--- config.mk ---
export PLATFORM = sky130hd
export DESIGN_NAME = v2f_programmable_ram_mp_flat
export DESIGN_NICKNAME = d
export VERILOG_FILES = /design/src/rtl/v2f_programmable_ram_mp_if.sv /design/src/rtl/v2f_programmable_ram_mp.sv /design/src/flat_wrapper.sv
export SDC_FILE = /design/constraint.sdc
export NUM_CORES = 1
export LEC_CHECK = 0
export BUFFER_PORTS_ARGS = -buffer_cell sky130_fd_sc_hd__buf_2
export CORE_MARGIN = 2
export CORE_UTILIZATION = 30
export DETAILED_ROUTE_END_ITERATION = 7
export PLACE_DENSITY_LB_ADDON = 0.08
export SYNTH_ARGS = -nofsm -noshare
export SYNTH_HDL_FRONTEND = slang
export SYNTH_SLANG_ARGS = --single-unit
--- constraint.sdc ---
create_clock -name CLK -period 4 [get_ports CLK]
set_clock_uncertainty 0.1 [all_clocks]
set_input_delay 0.8 -clock CLK [delete_from_list [all_inputs] [get_ports CLK]]
set_output_delay 0.8 -clock CLK [all_outputs]
set_load 0.05 [all_outputs]
--- src/rtl/v2f_programmable_ram_mp_if.sv ---
`default_nettype none
// ============================================================================
// Module      : v2f_programmable_ram_mp_if
// Description : Bus bundle for the multi-read-port programmable RAM.
//               master : the client driving writes, reads and clear requests
//               slave  : the RAM itself
//   CLEAR/BUSY            clear request and clear-in-progress flag
//   WR_EN/WR_ADDR/WR_DATA write port, BYTE_SELECT per-lane enable
//   RD_EN/RD_ADDR         packed per-port read requests
//   RD_DATA/RD_VALID      packed per-port read results
//   ADDR_ERR              out-of-range access pulse
// Revision    : 1.0 - initial release
// ============================================================================
interface v2f_programmable_ram_mp_if #(
    parameter int WIDTH      = 32,
    parameter int BYTE_WIDTH = 8,
    parameter int ABITS      = 4,
    parameter int RD_PORTS   = 2
);
    localparam int c_lanes = WIDTH / BYTE_WIDTH;

    logic                         CLEAR;
    logic                         BUSY;
    logic                         WR_EN;
    logic [ABITS-1:0]             WR_ADDR;
    logic [WIDTH-1:0]             WR_DATA;
    logic [c_lanes-1:0]           BYTE_SELECT;
    logic [RD_PORTS-1:0]          RD_EN;
    logic [RD_PORTS*ABITS-1:0]    RD_ADDR;
    logic [RD_PORTS*WIDTH-1:0]    RD_DATA;
    logic [RD_PORTS-1:0]          RD_VALID;
    logic                         ADDR_ERR;

    modport master (
        output CLEAR, WR_EN, WR_ADDR, WR_DATA, BYTE_SELECT, RD_EN, RD_ADDR,
        input  BUSY, RD_DATA, RD_VALID, ADDR_ERR
    );

    modport slave (
        input  CLEAR, WR_EN, WR_ADDR, WR_DATA, BYTE_SELECT, RD_EN, RD_ADDR,
        output BUSY, RD_DATA, RD_VALID, ADDR_ERR
    );
endinterface
`default_nettype wire

--- src/rtl/v2f_programmable_ram_mp.sv ---
`default_nettype none
// ============================================================================
// Module      : v2f_programmable_ram_mp
// Description : Single-write, multi-read synchronous RAM with per-byte write
//               enables, 1- or 2-cycle read pipeline, selectable
//               read-during-write behaviour, address range checking and a
//               hardware clear sequencer.
//   CLK  : rising-edge clock
//   ARST : asynchronous active-high reset (memory array itself not reset)
//   bus  : slave side of v2f_programmable_ram_mp_if (write port, packed
//          read ports, CLEAR/BUSY, ADDR_ERR)
// Revision    : 1.0 - initial release
// ============================================================================
module v2f_programmable_ram_mp #(
    parameter int WIDTH          = 32,
    parameter int BYTE_WIDTH     = 8,
    parameter int SIZE           = 16,
    parameter int ABITS          = 4,
    parameter int OFFSET         = 0,
    parameter int RD_PORTS       = 2,
    parameter int RD_LATENCY     = 1,
    parameter int TRANSPARENT    = 0,
    parameter int CLEAR_ON_RESET = 1
) (
    input wire                       CLK,
    input wire                       ARST,
    v2f_programmable_ram_mp_if.slave bus
);
    localparam int             c_lanes  = WIDTH / BYTE_WIDTH;
    localparam int             c_pw     = (SIZE > 1) ? $clog2(SIZE) : 1;
    localparam logic [ABITS:0] c_offset = (ABITS+1)'(OFFSET);
    localparam logic [ABITS:0] c_size   = (ABITS+1)'(SIZE);

    // ST_PEND is the one-cycle holding state out of reset: BUSY stays low
    // while ARST is high and rises on the first clock after release.
    typedef enum logic [1:0] {
        ST_IDLE  = 2'd0,
        ST_PEND  = 2'd1,
        ST_CLEAR = 2'd2
    } state_t;

    localparam state_t c_rst_state = (CLEAR_ON_RESET != 0) ? ST_PEND : ST_IDLE;

    // Physical index = address - OFFSET in ABITS+1-bit two's complement;
    // the top bit set means the address lies below OFFSET.
    function automatic logic [ABITS:0] f_index(input logic [ABITS-1:0] addr);
        return {1'b0, addr} - c_offset;
    endfunction

    function automatic logic f_in_range(input logic [ABITS:0] idx);
        return !idx[ABITS] && (idx < c_size);
    endfunction

    logic [WIDTH-1:0] r_mem [SIZE];

    state_t           r_state;
    state_t           w_state_nxt;
    logic [c_pw-1:0]  r_ptr;
    logic [c_pw-1:0]  w_ptr_nxt;
    logic             w_idle;
    logic             w_clr_last;

    logic [ABITS:0]   w_wr_idx;
    logic             w_wr_ok;
    logic             w_wr_fire;
    logic [WIDTH-1:0] w_wr_mask;
    logic [RD_PORTS-1:0] w_rd_ok;
    logic             w_err;
    logic             r_addr_err;

    // ------------------------------------------------------------------
    // Clear sequencer
    // ------------------------------------------------------------------
    assign w_idle     = (r_state == ST_IDLE);
    assign w_clr_last = (r_ptr == c_pw'(SIZE - 1));

    always_ff @(posedge CLK or posedge ARST) begin
        if (ARST) begin
            r_state <= c_rst_state;
            r_ptr   <= '0;
        end else begin
            r_state <= w_state_nxt;
            r_ptr   <= w_ptr_nxt;
        end
    end

    always_comb begin
        w_state_nxt = r_state;
        w_ptr_nxt   = r_ptr;
        case (r_state)
            ST_IDLE: begin
                if (bus.CLEAR) begin
                    w_state_nxt = ST_CLEAR;
                end
            end
            ST_PEND: begin
                w_state_nxt = ST_CLEAR;
            end
            ST_CLEAR: begin
                // CLEAR is not looked at here, so a repeat request cannot
                // restart a sequence already in progress.
                if (w_clr_last) begin
                    w_state_nxt = ST_IDLE;
                    w_ptr_nxt   = '0;
                end else begin
                    w_ptr_nxt   = r_ptr + c_pw'(1);
                end
            end
            default: begin
                w_state_nxt = ST_IDLE;
                w_ptr_nxt   = '0;
            end
        endcase
    end

    assign bus.BUSY = (r_state == ST_CLEAR);

    // ------------------------------------------------------------------
    // Write port
    // ------------------------------------------------------------------
    assign w_wr_idx  = f_index(bus.WR_ADDR);
    assign w_wr_ok   = f_in_range(w_wr_idx);
    assign w_wr_fire = w_idle && bus.WR_EN && w_wr_ok;

    for (genvar b = 0; b < c_lanes; b++) begin : g_lane_mask
        assign w_wr_mask[b*BYTE_WIDTH +: BYTE_WIDTH] = {BYTE_WIDTH{bus.BYTE_SELECT[b]}};
    end

    always_ff @(posedge CLK) begin
        if (r_state == ST_CLEAR) begin
            r_mem[r_ptr] <= '0;
        end else if (w_wr_fire) begin
            r_mem[w_wr_idx[c_pw-1:0]] <= (r_mem[w_wr_idx[c_pw-1:0]] & ~w_wr_mask)
                                       | (bus.WR_DATA & w_wr_mask);
        end
    end

    // ------------------------------------------------------------------
    // Read ports
    // ------------------------------------------------------------------
    for (genvar i = 0; i < RD_PORTS; i++) begin : g_rd_port
        logic [ABITS:0]   w_idx;
        logic             w_ok;
        logic             w_hit;
        logic             w_accept;
        logic [WIDTH-1:0] w_old;
        logic [WIDTH-1:0] w_val;
        logic             r_s1_valid;
        logic [WIDTH-1:0] r_s1_data;

        assign w_idx      = f_index(bus.RD_ADDR[i*ABITS +: ABITS]);
        assign w_ok       = f_in_range(w_idx);
        assign w_rd_ok[i] = w_ok;
        assign w_accept   = w_idle && bus.RD_EN[i];
        assign w_old      = r_mem[w_idx[c_pw-1:0]];
        // Same-cycle collision with the write port: the array still holds
        // the old word, so the new lanes are forwarded from WR_DATA.
        assign w_hit      = (TRANSPARENT != 0) && w_wr_fire && (w_idx == w_wr_idx);
        assign w_val      = !w_ok  ? '0
                          : w_hit  ? ((w_old & ~w_wr_mask) | (bus.WR_DATA & w_wr_mask))
                          :          w_old;

        // Data registers load only on a completing read so RD_DATA holds.
        always_ff @(posedge CLK or posedge ARST) begin
            if (ARST) begin
                r_s1_valid <= 1'b0;
                r_s1_data  <= '0;
            end else begin
                r_s1_valid <= w_accept;
                if (w_accept) begin
                    r_s1_data <= w_val;
                end
            end
        end

        if (RD_LATENCY == 2) begin : g_lat2
            logic             r_s2_valid;
            logic [WIDTH-1:0] r_s2_data;

            always_ff @(posedge CLK or posedge ARST) begin
                if (ARST) begin
                    r_s2_valid <= 1'b0;
                    r_s2_data  <= '0;
                end else begin
                    r_s2_valid <= r_s1_valid;
                    if (r_s1_valid) begin
                        r_s2_data <= r_s1_data;
                    end
                end
            end

            assign bus.RD_VALID[i]               = r_s2_valid;
            assign bus.RD_DATA[i*WIDTH +: WIDTH] = r_s2_data;
        end else begin : g_lat1
            assign bus.RD_VALID[i]               = r_s1_valid;
            assign bus.RD_DATA[i*WIDTH +: WIDTH] = r_s1_data;
        end
    end

    // ------------------------------------------------------------------
    // Address error: one pulse per cycle however many ports offend, always
    // one cycle after the edge regardless of read latency.
    // ------------------------------------------------------------------
    assign w_err = w_idle && ((bus.WR_EN && !w_wr_ok) || |(bus.RD_EN & ~w_rd_ok));

    always_ff @(posedge CLK or posedge ARST) begin
        if (ARST) begin
            r_addr_err <= 1'b0;
        end else begin
            r_addr_err <= w_err;
        end
    end

    assign bus.ADDR_ERR = r_addr_err;

endmodule
`default_nettype wire
--- src/flat_wrapper.sv ---
// flat-port wrapper written by rule: the top's interface ports become plain ports
module v2f_programmable_ram_mp_flat 
#(
    parameter int WIDTH          = 32,
    parameter int BYTE_WIDTH     = 8,
    parameter int SIZE           = 16,
    parameter int ABITS          = 4,
    parameter int OFFSET         = 0,
    parameter int RD_PORTS       = 2,
    parameter int RD_LATENCY     = 1,
    parameter int TRANSPARENT    = 0,
    parameter int CLEAR_ON_RESET = 1
)
  (CLK, ARST, bus_CLEAR, bus_WR_EN, bus_WR_ADDR, bus_WR_DATA, bus_BYTE_SELECT, bus_RD_EN, bus_RD_ADDR, bus_BUSY, bus_RD_DATA, bus_RD_VALID, bus_ADDR_ERR);
  v2f_programmable_ram_mp_if #(.WIDTH(WIDTH), .BYTE_WIDTH(BYTE_WIDTH), .ABITS(ABITS), .RD_PORTS(RD_PORTS)) bus_i ();
  input wire CLK;
  input wire ARST;
  input wire logic [$bits(bus_i.CLEAR)-1:0] bus_CLEAR;
  input wire logic [$bits(bus_i.WR_EN)-1:0] bus_WR_EN;
  input wire logic [$bits(bus_i.WR_ADDR)-1:0] bus_WR_ADDR;
  input wire logic [$bits(bus_i.WR_DATA)-1:0] bus_WR_DATA;
  input wire logic [$bits(bus_i.BYTE_SELECT)-1:0] bus_BYTE_SELECT;
  input wire logic [$bits(bus_i.RD_EN)-1:0] bus_RD_EN;
  input wire logic [$bits(bus_i.RD_ADDR)-1:0] bus_RD_ADDR;
  output wire logic [$bits(bus_i.BUSY)-1:0] bus_BUSY;
  output wire logic [$bits(bus_i.RD_DATA)-1:0] bus_RD_DATA;
  output wire logic [$bits(bus_i.RD_VALID)-1:0] bus_RD_VALID;
  output wire logic [$bits(bus_i.ADDR_ERR)-1:0] bus_ADDR_ERR;
  assign bus_i.CLEAR = bus_CLEAR;
  assign bus_i.WR_EN = bus_WR_EN;
  assign bus_i.WR_ADDR = bus_WR_ADDR;
  assign bus_i.WR_DATA = bus_WR_DATA;
  assign bus_i.BYTE_SELECT = bus_BYTE_SELECT;
  assign bus_i.RD_EN = bus_RD_EN;
  assign bus_i.RD_ADDR = bus_RD_ADDR;
  assign bus_BUSY = bus_i.BUSY;
  assign bus_RD_DATA = bus_i.RD_DATA;
  assign bus_RD_VALID = bus_i.RD_VALID;
  assign bus_ADDR_ERR = bus_i.ADDR_ERR;
  v2f_programmable_ram_mp #(.WIDTH(WIDTH), .BYTE_WIDTH(BYTE_WIDTH), .SIZE(SIZE), .ABITS(ABITS), .OFFSET(OFFSET), .RD_PORTS(RD_PORTS), .RD_LATENCY(RD_LATENCY), .TRANSPARENT(TRANSPARENT), .CLEAR_ON_RESET(CLEAR_ON_RESET)) u_core (.CLK(CLK), .ARST(ARST), .bus(bus_i));
endmodule
==> results.json <==
{
  "status": "finished clean",
  "leakage_nw": 12.06,
  "fin_ws_ps": 978.3,
  "track_usage_pct": 22.40,
  "cts_tree": "done",
  "ctsResizeCount": 0,
  "cts_root_buf": "clkbuf_16",
  "syn_avg_cell_area_sq_um": 17.58,
  "synthTopCellsByCount": "edfxtp_1, mux4_2, mux2i_1",
  "crit_arrival_ps": 3190,
  "cts_inserted_buffers": 72,
  "hp-class": "in -> async",
  "crit_type": "reg -> reg",
  "rsz0062_at_grt": "false",
  "areaGrowthSynthToFinish_pct": 16.87,
  "grt_pass1_vias": 19876,
  "r2r_cells": 6,
  "start_util_pct": 30.24,
  "h-tree-depth": 3,
  "portBuffers": 120,
  "wl_mm": 115.8,
  "rows": 116,
  "dp_slack_ps": 428.0,
  "place.gp.congestion": 0.7757,
  "powerDensity_nw_per_um2": 514.3,
  "dp_hpwl_mm": 68.17,
  "report.power.total_mw": 18.18,
  "holdBufCountCts": 0,
  "cp-startpoint": "u_core.r_state[1]",
  "clock_path_buffers": 3,
  "vdd_drop_max_mv": 0.2321,
  "dr.pass1.iters": 5,
  "yosysSeqAreaShare_pct": 56.79,
  "syn-cell-area_sq_um": 30250,
  "fmax_mhz": 330.9,
  "yosys_warnings": 0,
  "ys_types": 53,
  "async_flop_share_pct": 12.33,
  "grt_pass1_wl_mm": 159.4,
  "cts_setup_buffers": 0,
  "cp.required_ps": 4170,
  "nets": 1909,
  "synth.most_common_cell": "edfxtp_1",
  "final_layout_size_suffix_gt1_share_pct": 36.66,
  "worst_pin_slew_ps": 1164,
  "slew_headroom_pct": 22.21,
  "endpoint": "u_core.r_mem[8][1]",
  "synth_ff_type": "edfxtp_1",
  "die-area_sq_um": 103400,
  "tns_ps": 0,
  "grt_max_degree": 61,
  "cts_sinks": 584,
  "r2r-end": "u_core.r_mem[8][1]",
  "yosysTopAreaCell": "edfxtp_1",
  "maxCapViolCount": 0,
  "die_w_um": 321.5,
  "synth-edff-count": 512,
  "timing.rr.start": "u_core.r_state[1]",
  "die_y_um": 321.5,
  "pin_count": 122,
  "slew_violations": 0,
  "critPathMaxFanout": 18,
  "timing.critical_path.to_type": "flip-flop",
  "viasPerCell": 5.983,
  "min_period_ps": 3022,
  "synth_top_area_share_pct": 50.83,
  "path_clk_slew_ps": 60,
  "ys_seq_elements": 584,
  "clock_latency_ps": 620,
  "routedWlPerCell_um": 36.08,
  "final_hold_viol_count": 0,
  "antenna_left": 0,
  "cp-start-kind": "flip-flop",
  "overflow": 0,
  "period_share_pct": 75.54,
  "setup_viol": 0,
  "drt_iter0_markers": 2112,
  "synthTopCellsByArea": "edfxtp_1, mux4_2, dfrtp_1, mux2i_1, a22oi_1",
  "antenna_found_initial": 4,
  "core_area_sq_um": 100000,
  "num_vias": 19210,
  "reg2reg_slack_ps": 980,
  "drc": 0,
  "synthCells": 1720
}
-- where the power goes --
group / internal [mW] / switching [mW]
clock: 4.16 / 2.65
combinational: 1.16 / 2.52
sequential: 7.27 / 0.426
-- stage by stage --
stage | cell area [sq um] | utilization [%] | hold slack (ps) | instances
6_report | 35350 | 35.35 | 339.0 | 3211
3_5_place_dp | 32910 | 32.91 | 379.5 | 3078
5_1_grt | 35350 | 35.35 | 377.1 | 3210
3_3_place_gp | 32910 | 32.91 | 374.1 | 3078
2_1_floorplan | 30250 | - | 446.9 | 1721
4_1_cts | 35350 | 35.35 | 331.0 | 3210
-- worst min path at each step --
stage / start / endpoint / cells after the start / slack, ps
6_report: ARST / u_core.g_rd_port[0].r_s1_data[12] / 2 / 340
5_1_grt: ARST / u_core.g_rd_port[0].r_s1_data[12] / 2 / 380
4_1_cts: ARST / u_core.g_rd_port[0].r_s1_data[12] / 2 / 330
3_5_place_dp: u_core.g_rd_port[1].r_s1_data[4] / u_core.g_rd_port[1].r_s1_data[4] / 2 / 380
3_3_place_gp: u_core.g_rd_port[1].r_s1_data[4] / u_core.g_rd_port[1].r_s1_data[4] / 2 / 370
2_1_floorplan: u_core.r_ptr[0] / u_core.r_ptr[0] / 1 / 450
-- final cells by class --
| type | instances | area, sq um |
|---|---|---|
| Fill cell | 9275 | 64650 |
| Sequential cell | 584 | 17180 |
| Multi-Input combinational cell | 970 | 12420 |
| Clock buffer | 99 | 2048 |
| Timing Repair Buffer | 216 | 1639 |
| Tap cell | 1298 | 1624 |
| Clock inverter | 33 | 392.9 |
| Inverter | 10 | 40.04 |
| Antenna cell | 1 | 2.502 |
-- state kept, by name, summed over array words and instances (netlist names) --
name	flops
u_core.r_state	2
u_core.r_mem	512
u_core.g_rd_port.r_s1_valid	2
u_core.r_ptr	4
u_core.g_rd_port.r_s1_data	64
-- cell usage in the layout, fill, tap and decap left out, types with 5 or more instances in the layout --
cell type / Yosys / layout
o211ai_1: 30 / 30
o21ai_0: 33 / 33
buf_12: 1 / 21
nor2b_1: 8 / 6
nor2_4: 0 / 16
clkinv_2: 0 / 9
clkbuf_8: 0 / 7
nand3_1: 67 / 67
clkinv_1: 0 / 12
clkbuf_1: 49 / 17
dfrtp_1: 71 / 71
buf_2: 76 / 111
o21a_1: 30 / 30
bufinv_16: 0 / 9
buf_4: 9 / 77
o22ai_1: 34 / 34
nor2_1: 25 / 9
a22oi_1: 95 / 95
nand2_1: 78 / 78
inv_1: 10 / 8
buf_6: 9 / 5
mux4_2: 342 / 342
a31o_1: 32 / 32
mux2i_1: 142 / 142
edfxtp_1: 512 / 512
clkbuf_16: 0 / 76
-- worst max-delay path, stage by stage, from the launching register on --
cell     delay, ps
dfrtp_1        410
buf_4          320
nand2_1         80
a21oi_1        210
nand2_1        150
nor2_4         890
buf_4          500
-- cells by family after synthesis --
group | count (synthesis) | synth area share (%)
AO/OA/AOI/OAI | 269 | 6.379
adder cells (fa/ha/maj) | 1 | 0.04136
buffers and inverters | 167 | 2.776
flip-flops | 584 | 56.79
multiplexers | 492 | 30.66
other | 1 | 0.01240
AND/OR/NAND/NOR | 206 | 3.334
-- routing by layer --
metal / wire length, um / track usage, % / vias to the layer above
met2: 54550 / 35.40 / 956
met5: 8 / 0 / -
met1: 48600 / 30.09 / 10380
met3: 8633 / 4.999 / 223
met4: 4059 / 8.598 / 2
li1: - / - / 7649
No activity file was read; power rests on OpenSTA's default activity.
